$ cat config.mk
export PLATFORM = sky130hd
export DESIGN_NAME = nmea_lat_extractor_flat
export DESIGN_NICKNAME = d
export VERILOG_FILES = /design/src/rtl/nmea_pkg.sv /design/src/rtl/nmea_lat_extractor_if.sv /design/src/rtl/nmea_hex_nibble.sv /design/src/rtl/nmea_lat_extractor.sv /design/src/flat_wrapper.sv
export SDC_FILE = /design/constraint.sdc
export NUM_CORES = 1
export LEC_CHECK = 0
export CORE_MARGIN = 3
export CORE_UTILIZATION = 58
export DETAILED_ROUTE_END_ITERATION = 12
export GPL_TIMING_DRIVEN = 0
export PLACE_DENSITY_LB_ADDON = 0.05
export SLEW_MARGIN = 25
export SYNTH_ARGS = -nofsm -noshare
export SYNTH_HDL_FRONTEND = slang
export SYNTH_HIERARCHICAL = 1
export SYNTH_SLANG_ARGS = --single-unit
$ cat constraint.sdc
create_clock -name clk_50MHz -period 3.9 [get_ports clk_50MHz]
set_input_delay 0.39 -clock clk_50MHz [delete_from_list [all_inputs] [get_ports clk_50MHz]]
set_output_delay 0.39 -clock clk_50MHz [all_outputs]
set_load 0.005 [all_outputs]
$ cat src/rtl/nmea_pkg.sv
// Shared types and ASCII constants for the NMEA GGA latitude extractor.
// The state encoding, header string and error codes live here so the RTL and the bench agree.
package nmea_pkg;

  typedef enum logic [2:0] {
    S_IDLE      = 3'd0,
    S_HDR       = 3'd1,
    S_SKIP_TIME = 3'd2,
    S_LAT       = 3'd3,
    S_NS        = 3'd4,
    S_TO_STAR   = 3'd5,
    S_CK_HI     = 3'd6,
    S_CK_LO     = 3'd7
  } state_t;

  typedef enum logic [1:0] {
    ERR_LAT_OVF = 2'd0,
    ERR_HEMI    = 2'd1,
    ERR_CKSUM   = 2'd2,
    ERR_TRUNC   = 2'd3
  } err_t;

  localparam logic [7:0] CH_DOLLAR = 8'h24;
  localparam logic [7:0] CH_COMMA  = 8'h2C;
  localparam logic [7:0] CH_STAR   = 8'h2A;
  localparam logic [7:0] CH_CR     = 8'h0D;
  localparam logic [7:0] CH_LF     = 8'h0A;
  localparam logic [7:0] CH_N      = 8'h4E;
  localparam logic [7:0] CH_S      = 8'h53;
  localparam logic [7:0] CH_SPACE  = 8'h20;

  localparam logic [47:0] GGA_HDR = "GPGGA,";

  // "LAT:" laid out LSB-first, so 'L' lands in line character 0.
  localparam logic [31:0] LAT_PREFIX = 32'h3A54_414C;

  function automatic logic [7:0] hdr_char(input logic [2:0] i);
    logic [2:0] pos;
    pos = 3'd5 - i;
    return GGA_HDR[{pos, 3'b000} +: 8];
  endfunction

endpackage

$ cat src/rtl/nmea_lat_extractor_if.sv
// Bundles the FIFO pop interface and the committed latitude line outputs.
// master = the extractor, slave = the FIFO / LCD side.
interface nmea_lat_extractor_if #(
  parameter int LINE_CHARS = 16
);
  import nmea_pkg::*;

  logic                    fifo_empty;
  logic [7:0]              fifo_data_in;
  logic                    read_from_fifo;
  logic [LINE_CHARS*8-1:0] lat_line;
  logic                    lat_valid;
  logic                    frame_error;
  logic [1:0]              err_cause;
  state_t                  dbg_state;

  // A byte transfers on every clock edge where read_from_fifo is high;
  // read_from_fifo follows ~fifo_empty, so the extractor never back-pressures.
  modport master (
    input  fifo_empty, fifo_data_in,
    output read_from_fifo, lat_line, lat_valid, frame_error, err_cause, dbg_state
  );

  modport slave (
    output fifo_empty, fifo_data_in,
    input  read_from_fifo, lat_line, lat_valid, frame_error, err_cause, dbg_state
  );

endinterface

$ cat src/rtl/nmea_hex_nibble.sv
// Combinational ASCII hex digit decoder; only uppercase A-F are accepted.
module nmea_hex_nibble (
  input  logic [7:0] ch,
  output logic [3:0] value,
  output logic       is_hex
);

  always_comb begin
    value  = 4'd0;
    is_hex = 1'b0;
    if (ch >= 8'h30 && ch <= 8'h39) begin
      is_hex = 1'b1;
      value  = ch[3:0];
    end else if (ch >= 8'h41 && ch <= 8'h46) begin
      // 'A'..'F' have low nibble 1..6
      is_hex = 1'b1;
      value  = ch[3:0] + 4'd9;
    end
  end

endmodule

$ cat src/rtl/nmea_lat_extractor.sv
// Parses GGA sentences from the UART FIFO, checks "*hh" and publishes a
// 16-char latitude line that only changes on a good sentence.
module nmea_lat_extractor
  import nmea_pkg::*;
#(
  parameter int DATA_BITS     = 8,
  parameter int LINE_CHARS    = 16,
  parameter int MAX_LAT_CHARS = 10,
  parameter int CHECKSUM_EN   = 1
) (
  input logic                  clk_50MHz,
  input logic                  reset,
  nmea_lat_extractor_if.master bus
);

  localparam int POS_W = $clog2(LINE_CHARS * 8);
  localparam logic [LINE_CHARS*8-1:0] SPACES = {LINE_CHARS{CH_SPACE}};

  state_t                  state, state_next;
  logic [DATA_BITS-1:0]    rx_byte;
  logic                    pop;
  logic [LINE_CHARS*8-1:0] shadow;
  logic [3:0]              idx;
  logic [7:0]              xacc;
  logic [3:0]              ck_hi;
  logic                    hemi_seen;
  logic [3:0]              nib;
  logic                    nib_ok;
  logic [POS_W-1:0]        lat_bit, hemi_bit;

  logic restart, xor_en, idx_inc, idx_clr, load_prefix, store_lat, store_hemi;
  logic ck_load, commit, err;
  err_t err_code;

  assign rx_byte            = bus.fifo_data_in;
  assign pop                = ~bus.fifo_empty;
  assign bus.read_from_fifo = pop;
  assign bus.dbg_state      = state;

  assign lat_bit  = POS_W'({idx + 4'd4, 3'b000});
  assign hemi_bit = lat_bit + POS_W'(8);

  nmea_hex_nibble u_hex (
    .ch     (rx_byte),
    .value  (nib),
    .is_hex (nib_ok)
  );

  always_ff @(posedge clk_50MHz or negedge reset) begin
    if (!reset) state <= S_IDLE;
    else        state <= state_next;
  end

  always_comb begin
    state_next  = state;
    restart     = 1'b0;
    xor_en      = 1'b0;
    idx_inc     = 1'b0;
    idx_clr     = 1'b0;
    load_prefix = 1'b0;
    store_lat   = 1'b0;
    store_hemi  = 1'b0;
    ck_load     = 1'b0;
    commit      = 1'b0;
    err         = 1'b0;
    err_code    = ERR_LAT_OVF;
    if (pop) begin
      if (rx_byte == CH_DOLLAR) begin
        restart    = 1'b1;
        state_next = S_HDR;
      end else begin
        unique case (state)
          S_IDLE: ;
          S_HDR: begin
            xor_en = 1'b1;
            if (rx_byte != hdr_char(idx[2:0])) begin
              state_next = S_IDLE;
            end else if (idx == 4'd5) begin
              idx_clr    = 1'b1;
              state_next = S_SKIP_TIME;
            end else begin
              idx_inc = 1'b1;
            end
          end
          S_SKIP_TIME: begin
            xor_en = 1'b1;
            if (rx_byte == CH_COMMA) begin
              load_prefix = 1'b1;
              state_next  = S_LAT;
            end
          end
          S_LAT: begin
            xor_en = 1'b1;
            if (rx_byte == CH_COMMA) begin
              // An empty latitude field means no fix: drop silently.
              state_next = (idx == 4'd0) ? S_IDLE : S_NS;
            end else if (idx == 4'(MAX_LAT_CHARS)) begin
              err        = 1'b1;
              err_code   = ERR_LAT_OVF;
              state_next = S_IDLE;
            end else begin
              store_lat = 1'b1;
              idx_inc   = 1'b1;
            end
          end
          S_NS: begin
            xor_en = 1'b1;
            if (!hemi_seen && (rx_byte == CH_N || rx_byte == CH_S)) begin
              store_hemi = 1'b1;
            end else if (hemi_seen && rx_byte == CH_COMMA) begin
              state_next = S_TO_STAR;
            end else begin
              err        = 1'b1;
              err_code   = ERR_HEMI;
              state_next = S_IDLE;
            end
          end
          S_TO_STAR: begin
            if (rx_byte == CH_STAR) begin
              if (CHECKSUM_EN != 0) begin
                state_next = S_CK_HI;
              end else begin
                commit     = 1'b1;
                state_next = S_IDLE;
              end
            end else if (rx_byte == CH_CR || rx_byte == CH_LF) begin
              err        = 1'b1;
              err_code   = ERR_TRUNC;
              state_next = S_IDLE;
            end else begin
              xor_en = 1'b1;
            end
          end
          S_CK_HI: begin
            if (nib_ok) begin
              ck_load    = 1'b1;
              state_next = S_CK_LO;
            end else begin
              err        = 1'b1;
              err_code   = ERR_TRUNC;
              state_next = S_IDLE;
            end
          end
          S_CK_LO: begin
            state_next = S_IDLE;
            if (!nib_ok) begin
              err      = 1'b1;
              err_code = ERR_TRUNC;
            end else if ({ck_hi, nib} == xacc) begin
              commit = 1'b1;
            end else begin
              err      = 1'b1;
              err_code = ERR_CKSUM;
            end
          end
          default: state_next = S_IDLE;
        endcase
      end
    end
  end

  always_ff @(posedge clk_50MHz or negedge reset) begin
    if (!reset) begin
      shadow          <= SPACES;
      idx             <= 4'd0;
      xacc            <= 8'd0;
      ck_hi           <= 4'd0;
      hemi_seen       <= 1'b0;
      bus.lat_line    <= SPACES;
      bus.lat_valid   <= 1'b0;
      bus.frame_error <= 1'b0;
      bus.err_cause   <= 2'd0;
    end else begin
      bus.lat_valid   <= commit;
      bus.frame_error <= err;
      if (err)    bus.err_cause <= err_code;
      if (commit) bus.lat_line  <= shadow;
      if (restart) begin
        shadow    <= SPACES;
        idx       <= 4'd0;
        xacc      <= 8'd0;
        hemi_seen <= 1'b0;
      end else begin
        if (xor_en)      xacc <= xacc ^ rx_byte;
        if (idx_clr)     idx <= 4'd0;
        else if (idx_inc) idx <= idx + 4'd1;
        if (load_prefix) shadow[31:0] <= LAT_PREFIX;
        if (store_lat)   shadow[lat_bit +: 8] <= rx_byte;
        if (store_hemi) begin
          shadow[lat_bit +: 8]  <= CH_SPACE;
          shadow[hemi_bit +: 8] <= rx_byte;
          hemi_seen             <= 1'b1;
        end
        if (ck_load) ck_hi <= nib;
      end
    end
  end

endmodule

$ cat src/flat_wrapper.sv
// flat-port wrapper written by rule: the top's interface ports become plain ports
module nmea_lat_extractor_flat import nmea_pkg::*;
#(
  parameter int DATA_BITS     = 8,
  parameter int LINE_CHARS    = 16,
  parameter int MAX_LAT_CHARS = 10,
  parameter int CHECKSUM_EN   = 1
)
  (clk_50MHz, reset, bus_fifo_empty, bus_fifo_data_in, bus_read_from_fifo, bus_lat_line, bus_lat_valid, bus_frame_error, bus_err_cause, bus_dbg_state);
  nmea_lat_extractor_if #(.LINE_CHARS(LINE_CHARS)) bus_i ();
  input logic clk_50MHz;
  input logic reset;
  input wire logic [$bits(bus_i.fifo_empty)-1:0] bus_fifo_empty;
  input wire logic [$bits(bus_i.fifo_data_in)-1:0] bus_fifo_data_in;
  output wire logic [$bits(bus_i.read_from_fifo)-1:0] bus_read_from_fifo;
  output wire logic [$bits(bus_i.lat_line)-1:0] bus_lat_line;
  output wire logic [$bits(bus_i.lat_valid)-1:0] bus_lat_valid;
  output wire logic [$bits(bus_i.frame_error)-1:0] bus_frame_error;
  output wire logic [$bits(bus_i.err_cause)-1:0] bus_err_cause;
  output wire logic [$bits(bus_i.dbg_state)-1:0] bus_dbg_state;
  assign bus_i.fifo_empty = bus_fifo_empty;
  assign bus_i.fifo_data_in = bus_fifo_data_in;
  assign bus_read_from_fifo = bus_i.read_from_fifo;
  assign bus_lat_line = bus_i.lat_line;
  assign bus_lat_valid = bus_i.lat_valid;
  assign bus_frame_error = bus_i.frame_error;
  assign bus_err_cause = bus_i.err_cause;
  assign bus_dbg_state = bus_i.dbg_state;
  nmea_lat_extractor #(.DATA_BITS(DATA_BITS), .LINE_CHARS(LINE_CHARS), .MAX_LAT_CHARS(MAX_LAT_CHARS), .CHECKSUM_EN(CHECKSUM_EN)) u_core (.clk_50MHz(clk_50MHz), .reset(reset), .bus(bus_i));
endmodule
==> summary.txt <==
Synthesis
  • Syn nets: 1726
  • Top cells by area, synth: dfrtp_1 (42%), nand2_1 (12%), dfstp_2 (5.7%)
  • Mapped Cells: 1697
  • Post-synth EDFFs: 0
  • YS warnings: 6
  • Sequential fraction of the synthesis area: 47.65%
  • Synth top area share: a little over two fifths
  • Avg Cell Area, Syn: about 8.7 µm²
  • Dominant cell by count in the synthesized netlist: nand2_1
  • Asr flop ratio synth: 100.0%
  • Synth Flop Type: dfrtp_1
  • Syn Std Cell Area: 14790 µm²
  • Synth area leader: dfrtp_1
  • Synth Register Bits: 280
  • Synth top cells by count: nand2_1 (491), dfrtp_1 (248), a21oi_1 (89)
  • Cell variety after synth: 90

Routing
  • Router iterations before antenna repair: 8
  • Routed len/inst: 26.05 µm
  • Final ANT Viol Nets: 0
  • Via density: 6.624
  • # DRC: 0
  • Detailed router's first-iteration violation count: 2348
  • Drt total wl: ~58000 µm
  • Vias: about 15000

Worst setup path
  • Worst Path Class, Setup: reg2reg
  • Slowest library cell on the worst path: a221oi_4
  • WP data required: roughly 4400 ps
  • Crit path DAT: 4320 ps
  • CP top delay family: compound AO/OA/AOI/OAI gates
  • Critical-path cell list: buf_2, clkinv_2, ha_1, clkbuf_2, or3b_2, mux2i_1, o211a_2, o22ai_1, a221oi_4, a22o_1
  • CP Launch Type: flop
  • Max incr delay on CP: 490 ps
  • Crit-path max FO: 12
  • Crit path buf inv count: 3
  • Crit. End Element: flop

Timing
  • Final setup viols: 0
  • Final hold vios: 0
  • Clock Skew: 16.77 ps
  • Fmax achieved: 261.2 MHz
  • Period utilisation layout: 98.16%
  • Worst setup margin: 71.91 ps
  • Max Slew Vio Count: 0
  • Worst slew margin: 21.45%
  • Worst hold margin: 246.2 ps
  • Minimum clock period: 3828 ps
  • Tightest Pin Transition: 1178 ps

CTS
  • H-tree Lvls: 1
  • Later-pin clock latency in the skew report: 560 ps
  • Maximum buffer depth of the clock tree: 3
  • Clock root buffer: clkbuf_16
  • Inserted Clock Buffers: 29
  • CTS tree: yes
  • Clock slew at reported path FFs: 60 ps
  • Sink Count: 280

Finish
  • Fillers: about 1800
  • Final Net Count: about 1900
  • Final Cell Area: approximately 18000 µm²
  • Area Growth Syn to Fin: 22.23%
  • Share of cells above drive strength 1: 12.18%
  • Fin cells: 2237
  • Core Util, Final: 73.26%
  • Antenna Cells: 0

Floorplanning
  • # IOs: between 100 and 150
  • Die area: 27450 µm²
  • Core box area: 24680 µm²
  • Die Y: 165.7 µm
  • FP Rows: 57
  • Starting density of the core: roughly three fifths
  • Die Width: 165.7 µm

Power
  • Switching share of power: 26.01%
  • Peak supply drop: just over 0.0003 V
  • Seq pwr share: 47.1%
  • Pwr Density: ~360 nW/µm²
  • Leak: 8.219 nW
  • Pint: about 0.0048 W
  • NetSw: 0.001672 W
  • Power share of the combinational group: 9.6%
  • Clk pwr share: 43.3%

Placed design
  • Detail Placement HPWL: 41250 µm
  • Dpl cells: 2171
  • Post-placement worst setup slack: -849.8 ps
  • Cell Area, Placed: 16780 µm²
  • Input/output buffers: approximately 150
  • Routability cong.: between 1 and 1.5

Outcome
  • Outcome: completed

Global routing
  • Overall routing resource usage: 40.84%
  • Initial antenna violation count: 1
  • Vias in the first global route: 14350
  • First-pass GRT wire length: 86900 µm
  • Largest net degree at the start of global routing: between 90 and 100
  • GRT Residual Overflow: 0

Job
  • Reported max-cap violation count: 0

Min path
  • Hold Path Class: in2async
[path summary, 6_finish.rpt]
kind,cells past startpoint,start,end,slack [ps]
worst max-delay path,10,u_core/idx[0]$_DFFE_PN0P_,u_core/shadow[100]$_DFF_PN0_,70
worst min-delay path,2,reset,u_core/bus.lat_line[99]$_DFFE_PN0P_,250
worst max register to register,10,u_core/idx[0]$_DFFE_PN0P_,u_core/shadow[100]$_DFF_PN0_,70
worst min register to register,2,u_core/bus.lat_line[109]$_DFFE_PN1P_,u_core/bus.lat_line[109]$_DFFE_PN1P_,450
max in group asynchronous,4,reset,u_core/shadow[85]$_DFF_PN1_,2540
min in group clk_50MHz,2,u_core/bus.lat_line[109]$_DFFE_PN1P_,u_core/bus.lat_line[109]$_DFFE_PN1P_,450
[placed cells by master (no fill, tap or decap), types with 14 or more instances in the layout]
cell	synthesis	final
nand2_1	491	491
dfrtp_1	248	247
clkdlybuf4s50_1	0	145
a21oi_1	89	86
o21ai_0	76	72
nor2_1	72	67
nand3_1	62	61
clkbuf_1	61	53
nor3_1	59	53
buf_2	34	37
and3_1	35	35
mux2i_1	37	35
dfstp_2	32	32
clkbuf_16	0	29
xnor2_1	26	25
o22ai_1	24	24
buf_6	18	19
ha_1	18	18
nand4_1	16	16
a211oi_1	17	16
o211ai_1	15	15
inv_1	15	14
clkbuf_2	0	14
[state kept, by name, indices dropped and copies added (netlist names)]
name and flops:
u_core/bus.lat_valid 1, u_core/bus.frame_error 1, u_core/bus.lat_line 128, u_core/hemi_seen 1, u_core/xacc 8, u_core/idx 4
u_core/bus.err_cause 2, u_core/ck_hi 4, u_core/shadow 128, u_core/bus.dbg_state 3
[timing repair]
| action | in CTS | in global routing |
|---|---|---|
| buffers inserted | 1 | 10 |
| hold buffers | 1 | 0 |
| resized for setup | 28 | 42 |
| endpoints found under the setup margin | 128 | 125 |
| pin swaps | 1 | 3 |
| hold endpoints to repair | 52 | 0 |
[final cells by class]
type	instances	area [µm²]	share of cell area (%)
Buffer	119	648.1	3.585
Clock buffer	44	872.1	4.824
Clock inverter	9	85.08	0.4707
Inverter	20	80.08	0.4430
Multi-Input combinational cell	1278	7281	40.28
Sequential cell	280	7048	38.99
Tap cell	324	405.4	2.243
Timing Repair Buffer	163	1658	9.171
[kinds of logic after synthesis]
family	synth area share, %
AO/OA/AOI/OAI	15.52
AND/OR/NAND/NOR	25.65
buffers and inverters	4.755
adder cells (fa/ha/maj)	1.523
flip-flops	47.65
XOR/XNOR	1.937
multiplexers	2.961
[per-layer routing]
metal | vias to the layer above | wire [µm] | GRT usage [%]
met2 | 1135 | 24560 | 60.06
met1 | 7080 | 21980 | 54.70
li1 | 6291 | - | -
met4 | 2 | 4201 | 23.00
met5 | - | 13 | 0
met3 | 310 | 7519 | 11.70
[power by group through the flow]
stage	sequential [W]	clock [W]	combinational [W]
finish	0.00303	0.00278	0.000616
global route	0.00303	0.00292	0.000639
CTS	0.00303	0.00279	0.000579
detailed placement	0.00308	0	0.000564
global placement	0.00308	0	0.000545
floorplan	0.00306	0	0.000314
[metrics by stage]
| step | TNS, ps | total power [W] |
|---|---|---|
| 2_1_floorplan | 0 | 0.003377 |
| 3_3_place_gp | -2502190 | 0.003622 |
| 3_5_place_dp | -66200 | 0.003642 |
| 4_1_cts | -192.5 | 0.006394 |
| 5_1_grt | -26.66 | 0.006594 |
| 6_report | 0 | 0.006428 |
Note: power is estimated with default switching activity, not from simulation.
